===== src/rtl/s2p_pkg.sv =====
// Shared types and constants for the serial-to-parallel receiver.
package s2p_pkg;

  typedef enum logic {
    S_IDLE  = 1'b0,
    S_SHIFT = 1'b1
  } s2p_state_t;

  localparam int OVR_CNT_W = 8;

endpackage


===== src/rtl/s2p_out_reg.sv =====
// Output holding register for serial_to_parallel: valid/ready handshake,
// drop-on-backpressure and the one-cycle overrun pulse.
// Optional macro S2P_OVERRUN_CNT_EN adds a saturating overrun event counter.
module s2p_out_reg
  import s2p_pkg::*;
#(
  parameter int WIDTH = 8
) (
  input  logic             clk,
  input  logic             rst,
  input  logic             load_en,
  input  logic [WIDTH-1:0] load_data,
  input  logic             out_ready,
  output logic [WIDTH-1:0] out_data,
  output logic             out_valid,
  output logic             overrun
`ifdef S2P_OVERRUN_CNT_EN
  ,
  output logic [OVR_CNT_W-1:0] ovr_count
`endif
);

  // A new word may enter only if the slot is empty or is being emptied now;
  // otherwise the incoming word is discarded and the held one is kept.
  logic accept;
  logic drop;

  assign accept = !out_valid || out_ready;
  assign drop   = load_en && !accept;

  // Holding register, valid flag and overrun pulse.
  always_ff @(posedge clk) begin
    if (rst) begin
      out_data  <= '0;
      out_valid <= 1'b0;
      overrun   <= 1'b0;
    end else begin
      overrun <= drop;
      if (load_en && accept) begin
        out_data  <= load_data;
        out_valid <= 1'b1;
      end else if (out_valid && out_ready) begin
        out_valid <= 1'b0;
      end
    end
  end

`ifdef S2P_OVERRUN_CNT_EN
  // Saturating count of dropped words; only reset clears it.
  always_ff @(posedge clk) begin
    if (rst) begin
      ovr_count <= '0;
    end else if (drop && (ovr_count != {OVR_CNT_W{1'b1}})) begin
      ovr_count <= ovr_count + 1'b1;
    end
  end
`endif

endmodule


===== src/rtl/serial_to_parallel.sv =====
// serial_to_parallel: deserialises an MSB-first bit stream into WIDTH-bit
// words framed by a start strobe, and hands them to a valid/ready port.
// Optional macro S2P_OVERRUN_CNT_EN adds the ovr_count output.
module serial_to_parallel
  import s2p_pkg::*;
#(
  parameter int WIDTH = 8
) (
  input  logic             clk,
  input  logic             rst,
  input  logic             start,
  input  logic             serial_in,
  output logic [WIDTH-1:0] out_data,
  output logic             out_valid,
  input  logic             out_ready,
  output logic             busy,
  output logic             overrun
`ifdef S2P_OVERRUN_CNT_EN
  ,
  output logic [OVR_CNT_W-1:0] ovr_count
`endif
);

  localparam int CNT_W = $clog2(WIDTH);
  // The shift register only needs the WIDTH-1 bits received before the
  // final one; the final bit goes straight into the completed word.
  localparam int SR_W  = WIDTH - 1;
  localparam logic [CNT_W-1:0] CNT_ONE  = CNT_W'(1);
  localparam logic [CNT_W-1:0] CNT_LAST = CNT_W'(WIDTH - 1);

  s2p_state_t       state_q, state_d;
  logic [CNT_W-1:0] cnt_q, cnt_d;
  logic [SR_W-1:0]  sr_q, sr_d;
  logic             word_done;
  logic [WIDTH-1:0] word;

  assign word = {sr_q, serial_in};
  assign busy = (state_q != S_IDLE);

  // State, bit counter and shift register.
  always_ff @(posedge clk) begin
    if (rst) begin
      state_q <= S_IDLE;
      cnt_q   <= '0;
      sr_q    <= '0;
    end else begin
      state_q <= state_d;
      cnt_q   <= cnt_d;
      sr_q    <= sr_d;
    end
  end

  // Next-state logic: a start strobe always begins a fresh frame, even on
  // what would have been the final bit of the current one.
  always_comb begin
    state_d   = state_q;
    cnt_d     = cnt_q;
    sr_d      = sr_q;
    word_done = 1'b0;
    case (state_q)
      S_IDLE: begin
        if (start) begin
          sr_d    = SR_W'(serial_in);
          cnt_d   = CNT_ONE;
          state_d = S_SHIFT;
        end
      end
      S_SHIFT: begin
        if (start) begin
          sr_d  = SR_W'(serial_in);
          cnt_d = CNT_ONE;
        end else if (cnt_q == CNT_LAST) begin
          word_done = 1'b1;
          cnt_d     = '0;
          state_d   = S_IDLE;
        end else begin
          sr_d  = (sr_q << 1) | SR_W'(serial_in);
          cnt_d = cnt_q + 1'b1;
        end
      end
    endcase
  end

  s2p_out_reg #(
    .WIDTH(WIDTH)
  ) u_out_reg (
    .clk      (clk),
    .rst      (rst),
    .load_en  (word_done),
    .load_data(word),
    .out_ready(out_ready),
    .out_data (out_data),
    .out_valid(out_valid),
    .overrun  (overrun)
`ifdef S2P_OVERRUN_CNT_EN
    ,
    .ovr_count(ovr_count)
`endif
  );

endmodule

===== config.mk =====
export PLATFORM = sky130hd
export DESIGN_NAME = serial_to_parallel
export DESIGN_NICKNAME = d
export VERILOG_FILES = /design/src/rtl/s2p_pkg.sv /design/src/rtl/s2p_out_reg.sv /design/src/rtl/serial_to_parallel.sv
export SDC_FILE = /design/constraint.sdc
export NUM_CORES = 1
export LEC_CHECK = 0
export CORE_MARGIN = 2
export CORE_UTILIZATION = 40
export DETAILED_ROUTE_END_ITERATION = 10
export PLACE_DENSITY = 0.71
export SYNTH_ARGS = -nofsm -noshare
export SYNTH_HDL_FRONTEND = slang
export SYNTH_HIERARCHICAL = 1
export SYNTH_SLANG_ARGS = --single-unit

===== constraint.sdc =====
create_clock -name clk -period 1.5 [get_ports clk]
set_input_delay 0.3 -clock clk [delete_from_list [all_inputs] [get_ports clk]]
set_output_delay 0.3 -clock clk [all_outputs]
set_load 0.01 [all_outputs]

# == Yosys cells after proc, flatten, opt, wreduce, memory -nomap -nowiden ==
# Cells that the tools add are included.
# totals
register_bits,21
in_bits,5
out_inout_bits,11
# classes
addsub,1
eq_ne,3
mux,17
bitwise_logic,2
n_reduce_logical,8
# ops
op,count
two-way mux 7 bit,3
one-hot mux 7 bit (2 select lines),1
two-way mux 3 bit,3
two-way mux 1 bit,8
bitwise OR 7 x 1 -> 7 bit,1
one-hot mux 3 bit (2 select lines),1
adder 3 x 1 -> 3 bit (second input constant),1
== test 3 bit (second input constant),1
logical AND 1 bit,3
inequality test 3 bit (second input constant),1
zero test 1 bit,2
inequality test 2 bit (second input constant),1
one-hot mux 1 bit (2 select lines),1
AND reduction 2 bit,1
nonzero test 2 bit,1
logical OR 1 bit,1
NOT 1 bit,1

# == Longest topological paths before layout ==
# Gate-level depths: netlist of the first run.
# depth
depth_word,6
mapped_depth,6
ltp_nobuf,5

# == By module ==
# The synthesis of the first run kept the hierarchy.
# modules_own_cells
module,instances,cells_per_inst,area_per_inst_um2
s2p_out_reg,1,41,436.7
serial_to_parallel,1,50,434.2

# == Worst setup path after synthesis of the first run ==
# OpenSTA, ideal clock, no wires.
# synth_path
kind,reg-to-reg
start,register cnt_q[0]
end,register u_out_reg.out_data[0]
setup_ns,0.119
t_arrival_ns,1.296
t_required_ns,1.381
setup_slack_ns,0.085
path_stages_with_launch,7
n_path_buf,1
synth_period_minus_slack_ns,1.415
cell_sequence,dfxtp_1 -> ha_1 -> ha_1 -> and3_2 -> a21boi_2 -> buf_6 -> mux2i_1
# synth_between
elab_chain_len,5
# synth_rtl
item,line,rtl
start: declaration,serial_to_parallel.sv:32,"logic [CNT_W-1:0] cnt_q, cnt_d;"
start signal: assignment,serial_to_parallel.sv:48,cnt_q <= cnt_d;
== test 3 bit,serial_to_parallel.sv:72,end else if (cnt_q == CNT_LAST) begin
two-way mux 1 bit,serial_to_parallel.sv:72,
two-way mux 1 bit,serial_to_parallel.sv:69,if (start) begin
two-way mux 1 bit,serial_to_parallel.sv:60,case (state_q)
via word_done,serial_to_parallel.sv:34,logic word_done;
logical AND 1 bit,s2p_out_reg.sv:39,if (load_en && accept) begin
end signal: assignment,s2p_out_reg.sv:40,out_data <= load_data;
end: declaration,s2p_out_reg.sv:14,"output logic [WIDTH-1:0] out_data,"
# The timed path passes the listed nets, and every way through them passes these cells.
# A chain may end at the register's enable or synchronous reset.

# == Worst setup path in the final report of the first run ==
# layout_path
start,register u_out_reg.overrun
end,output port overrun
# layout_rtl
item,line,rtl
start: declaration,s2p_out_reg.sv:16,output logic overrun
start signal: assignment,s2p_out_reg.sv:38,overrun <= drop;
end: declaration,serial_to_parallel.sv:17,output logic overrun
# No word-level cell between the ends.

==> impl.org, run 1 <==
** Critical path
- Of all nets on the critical path, the largest fanout is 1.
- On the worst path, the slowest cell contributes a delay of 0.52 ns.
- Counting both buffers and inverters, the worst setup path holds a total of 1.
- Cell family with most CP delay :: buffers and inverters
- The slowest stage of the critical path belongs to the cell sky130_fd_sc_hd__clkdlybuf4s50_1.
- STA puts the critical path data arrival time at 1.13 ns.
- Required time worst endpoint :: 1.20 ns
- Cell breakdown of the critical path :: clkdlybuf4s50_1
- Worst setup EP type :: output pin
- Element type at the critical path start :: flip-flop
- Crit Path Category :: flip-flop to output pin

** Route
- Highest metal layer with signal wires :: met4
- The detailed router finished its first iteration with 10 violations.
- Mean routed wirelength per cell :: 10.7 um
- The first TritonRoute pass finished after 4 iterations.
- The routed layout has 652 vias.
- Sum of routed wire segments on met1 :: 691 um
- Number of DRC violations after detailed routing :: 0
- In the detailed route, the total length drawn on met3 is 60 um.
- Using the TritonRoute via totals, the vias-per-cell ratio works out to 4.56.
- Wires add up to 1.53 mm.
- The detail route stage leaves a number of antenna-violating nets equal to 0.
- Sum of met2 wire segment lengths after detailed routing :: 761 um

** Place
- In this run the tool buffered the top-level ports with 15 buffer cells.
- Final RePlAce weighted congestion :: 0.690
- Placed Cells :: 138
- Instance area after placement :: 1100 sq um
- Before CTS, the worst setup slack after placement is -0.274 ns.
- Once detailed placement completed, the half-perimeter wirelength came to 1.13 mm.

** STA
- Min Clock Period, post-route :: 1.43 ns
- The worst pin sits at a relative slew slack of 80.7%.
- The hold violation count in the final report was 0.
- Count of pins over their slew limit :: 0
- Actual transition at the worst max-transition pin :: 0.289 ns
- For this run, the top clock speed supported by timing is 700 MHz.
- Setup repair after global routing missed its margin :: true
- In the finished design, the share of the clock period the worst path needs comes to 95.3%.
- Largest clock skew in the final design :: 0.000706 ns
- Post-route setup slack :: 0.0711 ns
- Setup violations remaining at the end of the flow were counted as 0.

** Logic synthesis
- The synthesized design contains 21 register bits.
- Share of the synthesized area in the top cell type :: 48.3%
- The number of nets handed over by synthesis was 98.
- The average instance in the mapped netlist occupies 9.57 sq um.
- Yosys mapped the design onto 20 distinct sky130hd cell types.
- Mapped Area :: 871 sq um
- Proportion of synthesized chip area in sequential cells :: 48.3%
- Library cell occupying the most area in the post-synthesis netlist :: sky130_fd_sc_hd__dfxtp_1
- Ranking of synthesized cells by area :: sky130_fd_sc_hd__dfxtp_1 (48%), sky130_fd_sc_hd__nand2b_1 (12%), sky130_fd_sc_hd__mux2i_1 (11%)
- Counting every instance in the synthesized netlist gives 91.
- Number of warnings reported in the yosys synthesis log :: 6

** Clock network
- Clock-pin slew reported for the worst setup and hold paths after clock tree synthesis :: 0.11 ns
- The clock net in this run drives a total of 21 sinks.
- Root Driver :: sky130_fd_sc_hd__clkbuf_4
- The later pin in the worst-skew pair is clocked with a latency of 0.29 ns.
- No sink is reached through more buffers than the 2 on the longest clock path.
- Hold_buf cts :: 0
- In this run, CTS created clock tree buffers numbering 3.
- H-tree levels :: 1
- CTS tree :: yes

** Job
- Total of max-cap violations :: 0

** Floorplanning
- Width of the chip :: 50.7 um
- The initial utilization of the core area, before any placement, comes to 43.5%.
- Total number of placement rows :: 16
- The total area inside the core boundary comes to 2000 sq um.
- The floorplan step defined a die boundary enclosing 2570 sq um.
- I/O pin total :: 16
- Measured along the y axis, the die boundary spans 50.7 um.

** Layout
- Summed area of non-filler cells in the final layout :: 1180 sq um
- Summing all multi-input logic gate instances after layout gives 425 sq um.
- Reg area :: 424 sq um
- Share of final-layout standard cells stronger than drive strength 1 :: 21.6%
- Signed area change from the synthesized netlist to the final layout :: 35.1%
- Antenna diodes :: 0
- For this run, the share of the core covered by cells in the final layout is 58.8%.
- The filler cells instantiated in the layout total 174.
- Net count, final :: 124
- Final standard cell count with taps included and fillers excluded :: 143

** Min path
- Worst min path class :: flip-flop to flip-flop

** Global routing
- Vias in the first global route :: 613
- Global-route wire length before repair :: 2.58 mm
- Global routing consumed, over all layers together, 13.5% of the routing resources.
- Maximum number of pins on one net before global-route repair :: 12
- The initial antenna violation count came to 0.
- Total congestion overflow :: 0

** Power and ir drop
- Maximum vdd ir drop :: 0.000359 V
- Clk network pwr share :: 28.4%
- Final Power :: 914 uW
- Leakage dissipation :: 0.552 nW
- Power per Cell Area :: 777 nW/um^2
- The internal power of the cells totals 713 uW.
- Proportion of power drawn by flip-flops and latches :: 62.4%
- Net switching power of the design :: 201 uW
- Combinational share of power :: 9.2%
- In this run switching power makes up 22.0% of total power.

** Run status
- Result of the run :: complete, no violations
## power by group through the flow
stage | Clock [mW] | Combinational, mW | Sequential, mW
finish | 0.259 | 0.0840 | 0.570
detailed placement | 0 | 0.0849 | 0.582
global placement | 0 | 0.0831 | 0.582
floorplan | 0 | 0.0404 | 0.585
CTS | 0.276 | 0.0843 | 0.570
global route | 0.302 | 0.0934 | 0.571
## cell usage after synthesis, drive strengths merged
cell and count:
nor2 3, o21ai 2, and3 1, nor4bb 1, nand2b 17, or2 1
nand2 13, nor2b 1, dfxtp 21, a21boi 1, ha 2, inv 2
a21oi 10, buf 3, nand3 1, mux2i 10, clkbuf 2
## final cells by class
type | instances | share of cell area, %
clock buffers | 4 | 2.23
well taps | 27 | 2.87
repair buffers | 26 | 22.0
inverters | 2 | 0.638
flip-flops and latches | 21 | 36.1
multi-input cells | 63 | 36.2
## placed cells by master (no fill, tap or decap), drive strengths merged
master	netlist	routed
nor2b	1	1
dlygate4sd2	0	3
o21ai	2	2
or2	1	1
nand2	13	13
ha	2	2
clkbuf	2	4
clkdlybuf4s50	0	5
nand2b	17	17
nand3	1	1
inv	2	2
and3	1	1
dfxtp	21	21
buf	3	11
dlymetal6s2s	0	7
mux2i	10	10
nor2	3	3
nor4bb	1	1
a21oi	10	10
a21boi	1	1
## path summary, 6_finish.rpt
kind                                         from  slack [ns]               endpoint  cells past startpoint
worst max register to register           cnt_q[1]        0.09  u_out_reg/out_data[7]                      6
worst min-delay path                      sr_q[6]        0.47                sr_q[6]                      2
worst max-delay path            u_out_reg/overrun        0.07                overrun                      1
worst min register to register            sr_q[6]        0.47                sr_q[6]                      2
## layer usage
metal | up-vias | global-route usage (%)
met3 | 2 | 2.68
met2 | 11 | 22.8
li1 | 347 | -
met1 | 292 | 15.7
met5 | - | 0
met4 | 0 | 8.11
## state kept, by name, summed over array words and instances, names as in the netlist
name / cells
u_out_reg/overrun: 1
sr_q: 7
busy: 1
u_out_reg/out_valid: 1
u_out_reg/out_data: 8
cnt_q: 3
## what timing repair did
action                                 CTS  global route
gates resized for setup                  5            11
endpoints found under the hold margin    0             0
buffers inserted                         1             0
pin swaps                                0             0
setup endpoints to repair               11            10
## cells by family after synthesis
kind of cell	Yosys count	share of synthesized area, %
buf+inv	7	4.45
fa+ha+maj	2	2.87
compound gates	13	9.05
flops	21	48.3
mux	10	11.5
simple gates	38	23.9
## per-stage QoR
stage	TNS, ns	hold WS, ns
after floorplan	0	0.369
after global placement	-1.96	0.452
after detailed placement	-2.06	0.449
after CTS	0	0.465
after global routing	-0.0179	0.494
final	0	0.466
No activity file was read; power rests on OpenSTA's default activity.
==> run 2: changes to the inputs <==
--- a/config.mk
+++ b/config.mk
@@ -6,9 +6,9 @@
 export NUM_CORES = 1
 export LEC_CHECK = 0
 export CORE_MARGIN = 2
-export CORE_UTILIZATION = 40
+export CORE_UTILIZATION = 44
 export DETAILED_ROUTE_END_ITERATION = 10
-export PLACE_DENSITY = 0.71
+export PLACE_DENSITY = 0.77
 export SYNTH_ARGS = -nofsm -noshare
 export SYNTH_HDL_FRONTEND = slang
 export SYNTH_HIERARCHICAL = 1
==> impl.org, run 2 (synthesis results as in run 1) <==
** Run status
- The flow ran to the end, and the final reports show no timing, DRC or antenna violations.

** Global routing
- Maximum number of pins on one net before global-route repair :: 13
- The first global-routing pass estimated 2.72 mm of wire.
- Global routing used 14.9% of the available tracks.
- The initial antenna violation count was 0.
- Total congestion overflow :: 0
- Vias in the first global route :: 660

** Route
- Total via count after detailed routing :: 679
- First DRT Iteration DRCs :: 7
- Mean routed wirelength per cell :: 11.5 um
- The count of nets left with antenna violations once routing finished came out at 0.
- Number of DRC violations after detailed routing :: 0
- The first detailed-routing pass ran for 4 iterations.
- After detailed routing, the number of vias per cell comes to 4.75.
- Routed wire length :: 1.64 mm

** STA
- Count of pins over their slew limit :: 0
- Post-route setup slack :: 0.0532 ns
- Final Hold Slack :: 0.467 ns
- TNS Setup :: 0 ns
- Post-route fraction of the period consumed by the critical path :: 96.5%
- The worst pin sits at a relative slew slack of 80.3%.
- Endpoints failing hold :: 0
- The clock period could shrink to 1.45 ns.
- Between clock sinks in the finished design, the worst skew comes to 0.00235 ns.
- Actual transition at the worst max-transition pin :: 0.295 ns
- Highest clock frequency the design can meet :: 691 MHz
- Setup violators final :: 0
- Setup repair after global routing missed its margin :: false

** Critical path
- Logic depth of the worst register-to-register path :: 6
- Along the worst path, the maximum fanout reaches 1.
- STA puts the critical path data arrival time at 1.15 ns.
- STA classifies the critical path endpoint as an output pin.
- The kind of cell with the highest combined delay along the critical path is buffers and inverters.
- Required time worst endpoint :: 1.20 ns
- The setup path with the least slack is of type flip-flop to output pin.
- Element type at the critical path start :: flip-flop
- Cell breakdown of the critical path :: clkdlybuf4s50_1
- The largest individual stage delay along the critical path comes from the cell sky130_fd_sc_hd__clkdlybuf4s50_1.
- Worst stage delay on the critical path :: 0.52 ns
- Total number of cells along the worst setup path :: 1
- Buf+Inv Stages, Crit Path :: 1

** Power and ir drop
- VDD sags by at most 0.000451 V.
- The internal power of the cells totals 711 uW.
- Combinational cells account for 9.3% of the total power.
- The completed layout was analyzed and its total power is 936 uW.
- For this design the total switching power over the nets is 225 uW.
- The share of total power dissipated in sequential elements is 61.2%.
- Power per Cell Area :: 777 nW/um^2
- Leakage dissipation :: 0.567 nW
- Fraction of power spent switching nets :: 24.0%
- Clk network pwr share :: 29.5%

** Clock network
- Buffers inserted during clock tree synthesis total 3.
- TritonCTS built the clock tree.
- Clock-pin slew reported for the worst setup and hold paths after clock tree synthesis :: 0.12 ns
- For the worst-skew pair, the clock arrives at the later sink with an insertion delay of 0.31 ns.
- CTS built an H-tree with a depth of 1.
- The tree is rooted in a sky130_fd_sc_hd__clkbuf_4.
- The clock net in this run drives a total of 21 sinks.
- Max Buffers Root-to-Sink :: 2

** Min path
- The min-delay analysis places its worst path in the category flip-flop to flip-flop.
- Along the worst hold path, the cell count comes to 2.

** Layout
- Fillcell total :: 181
- The top cell types in the final layout, fill and taps aside, are sky130_fd_sc_hd__dfxtp_1 (18), sky130_fd_sc_hd__nand2b_1 (17), sky130_fd_sc_hd__nand2_1 (13).
- Most flops, register :: u_out_reg/out_data
- Signed area change from the synthesized netlist to the final layout :: 38.2%
- The largest registers in the layout are u_out_reg/out_data: 8 flops, sr_q: 7 flops, cnt_q: 3 flops.
- The library cell used most frequently in the layout, excluding fill and tap cells, is sky130_fd_sc_hd__dfxtp_1.
- After the flow finishes, the layout carries non-filler instances totaling 143.
- Antenna diodes :: 0
- Net count, final :: 124
- The register with the most flip-flops in the layout has 8 of them.
- The post-route netlist has 23.3% of its cells at a drive strength greater than 1.

** Floorplanning
- Total number of placement rows :: 16
- The die covers 2350 sq um.
- 16 I/O pins were placed.
- After floorplanning, the core was sized to cover 1920 sq um.
- Height of the die :: 48.5 um
- Initial core utilization :: 45.3%
- The floorplan step set the die width to 48.5 um.

** Place
- Once detailed placement completed, the half-perimeter wirelength came to 1.19 mm.
- The congestion estimate from routability-driven global placement came to 0.742.
- Before CTS, the worst setup slack after placement is -0.320 ns.
- Placed Cells :: 137
- Buffers placed on the I/O ports in this run total 15.

** Job
- Total of max-cap violations :: 0
## run 2: cell count changes in the layout (fill, tap and decap cells not counted)
| cell | before | now |
|---|---|---|
| sky130_fd_sc_hd__ha_4 | 0 | 2 |
| sky130_fd_sc_hd__ha_2 | 1 | 0 |
| sky130_fd_sc_hd__clkinv_2 | 0 | 1 |
| sky130_fd_sc_hd__ha_1 | 1 | 0 |
| sky130_fd_sc_hd__clkbuf_1 | 1 | 0 |
| sky130_fd_sc_hd__dlygate4sd2_1 | 3 | 2 |
| sky130_fd_sc_hd__dlymetal6s2s_1 | 7 | 8 |
## run 2: cell type report
class	instances	area, sq um	share of cell area [%]
clock inverters	1	5.00	0.416
flip-flops and latches	21	424	35.2
multi-input cells	63	448	37.2
well taps	27	33.8	2.81
repair buffers	26	263	21.8
inverters	2	7.51	0.624
clock buffers	3	22.5	1.87
## run 2: timing repair
item | 4_1_cts | 5_1_grt
resized for setup | 4 | 15
pin swaps | 0 | 1
buffers inserted | 1 | 1
setup endpoints to repair | 10 | 16
hold buffers | 0 | 0
## run 2: metrics by stage
step           utilization [%]  cell area [sq um]
2_1_floorplan                -                871
3_3_place_gp              56.8               1090
3_5_place_dp              56.8               1090
4_1_cts                   59.6               1140
5_1_grt                   62.6               1200
6_report                  62.6               1200
## run 2: power groups by stage
stage / sequential, mW / combinational (mW) / clock [mW]
after floorplan: 0.585 / 0.0404 / 0
after global placement: 0.582 / 0.0826 / 0
after detailed placement: 0.582 / 0.0851 / 0
after CTS: 0.570 / 0.0853 / 0.279
after global routing: 0.573 / 0.0953 / 0.312
final: 0.572 / 0.0867 / 0.276
## run 2: worst paths after layout
path | slack [ns] | to | from
setup / recovery | 0.05 | overrun | u_out_reg/overrun
hold / removal | 0.47 | sr_q[6] | sr_q[6]
setup reg to reg | 0.10 | u_out_reg/out_data[4] | cnt_q[1]
hold reg to reg | 0.47 | sr_q[6] | sr_q[6]
## run 2: routing by layer
layer	track usage [%]	wire length, um
met1	16.6	688
met2	26.6	847
met3	2.78	72
met4	8.57	36
met5	0	0
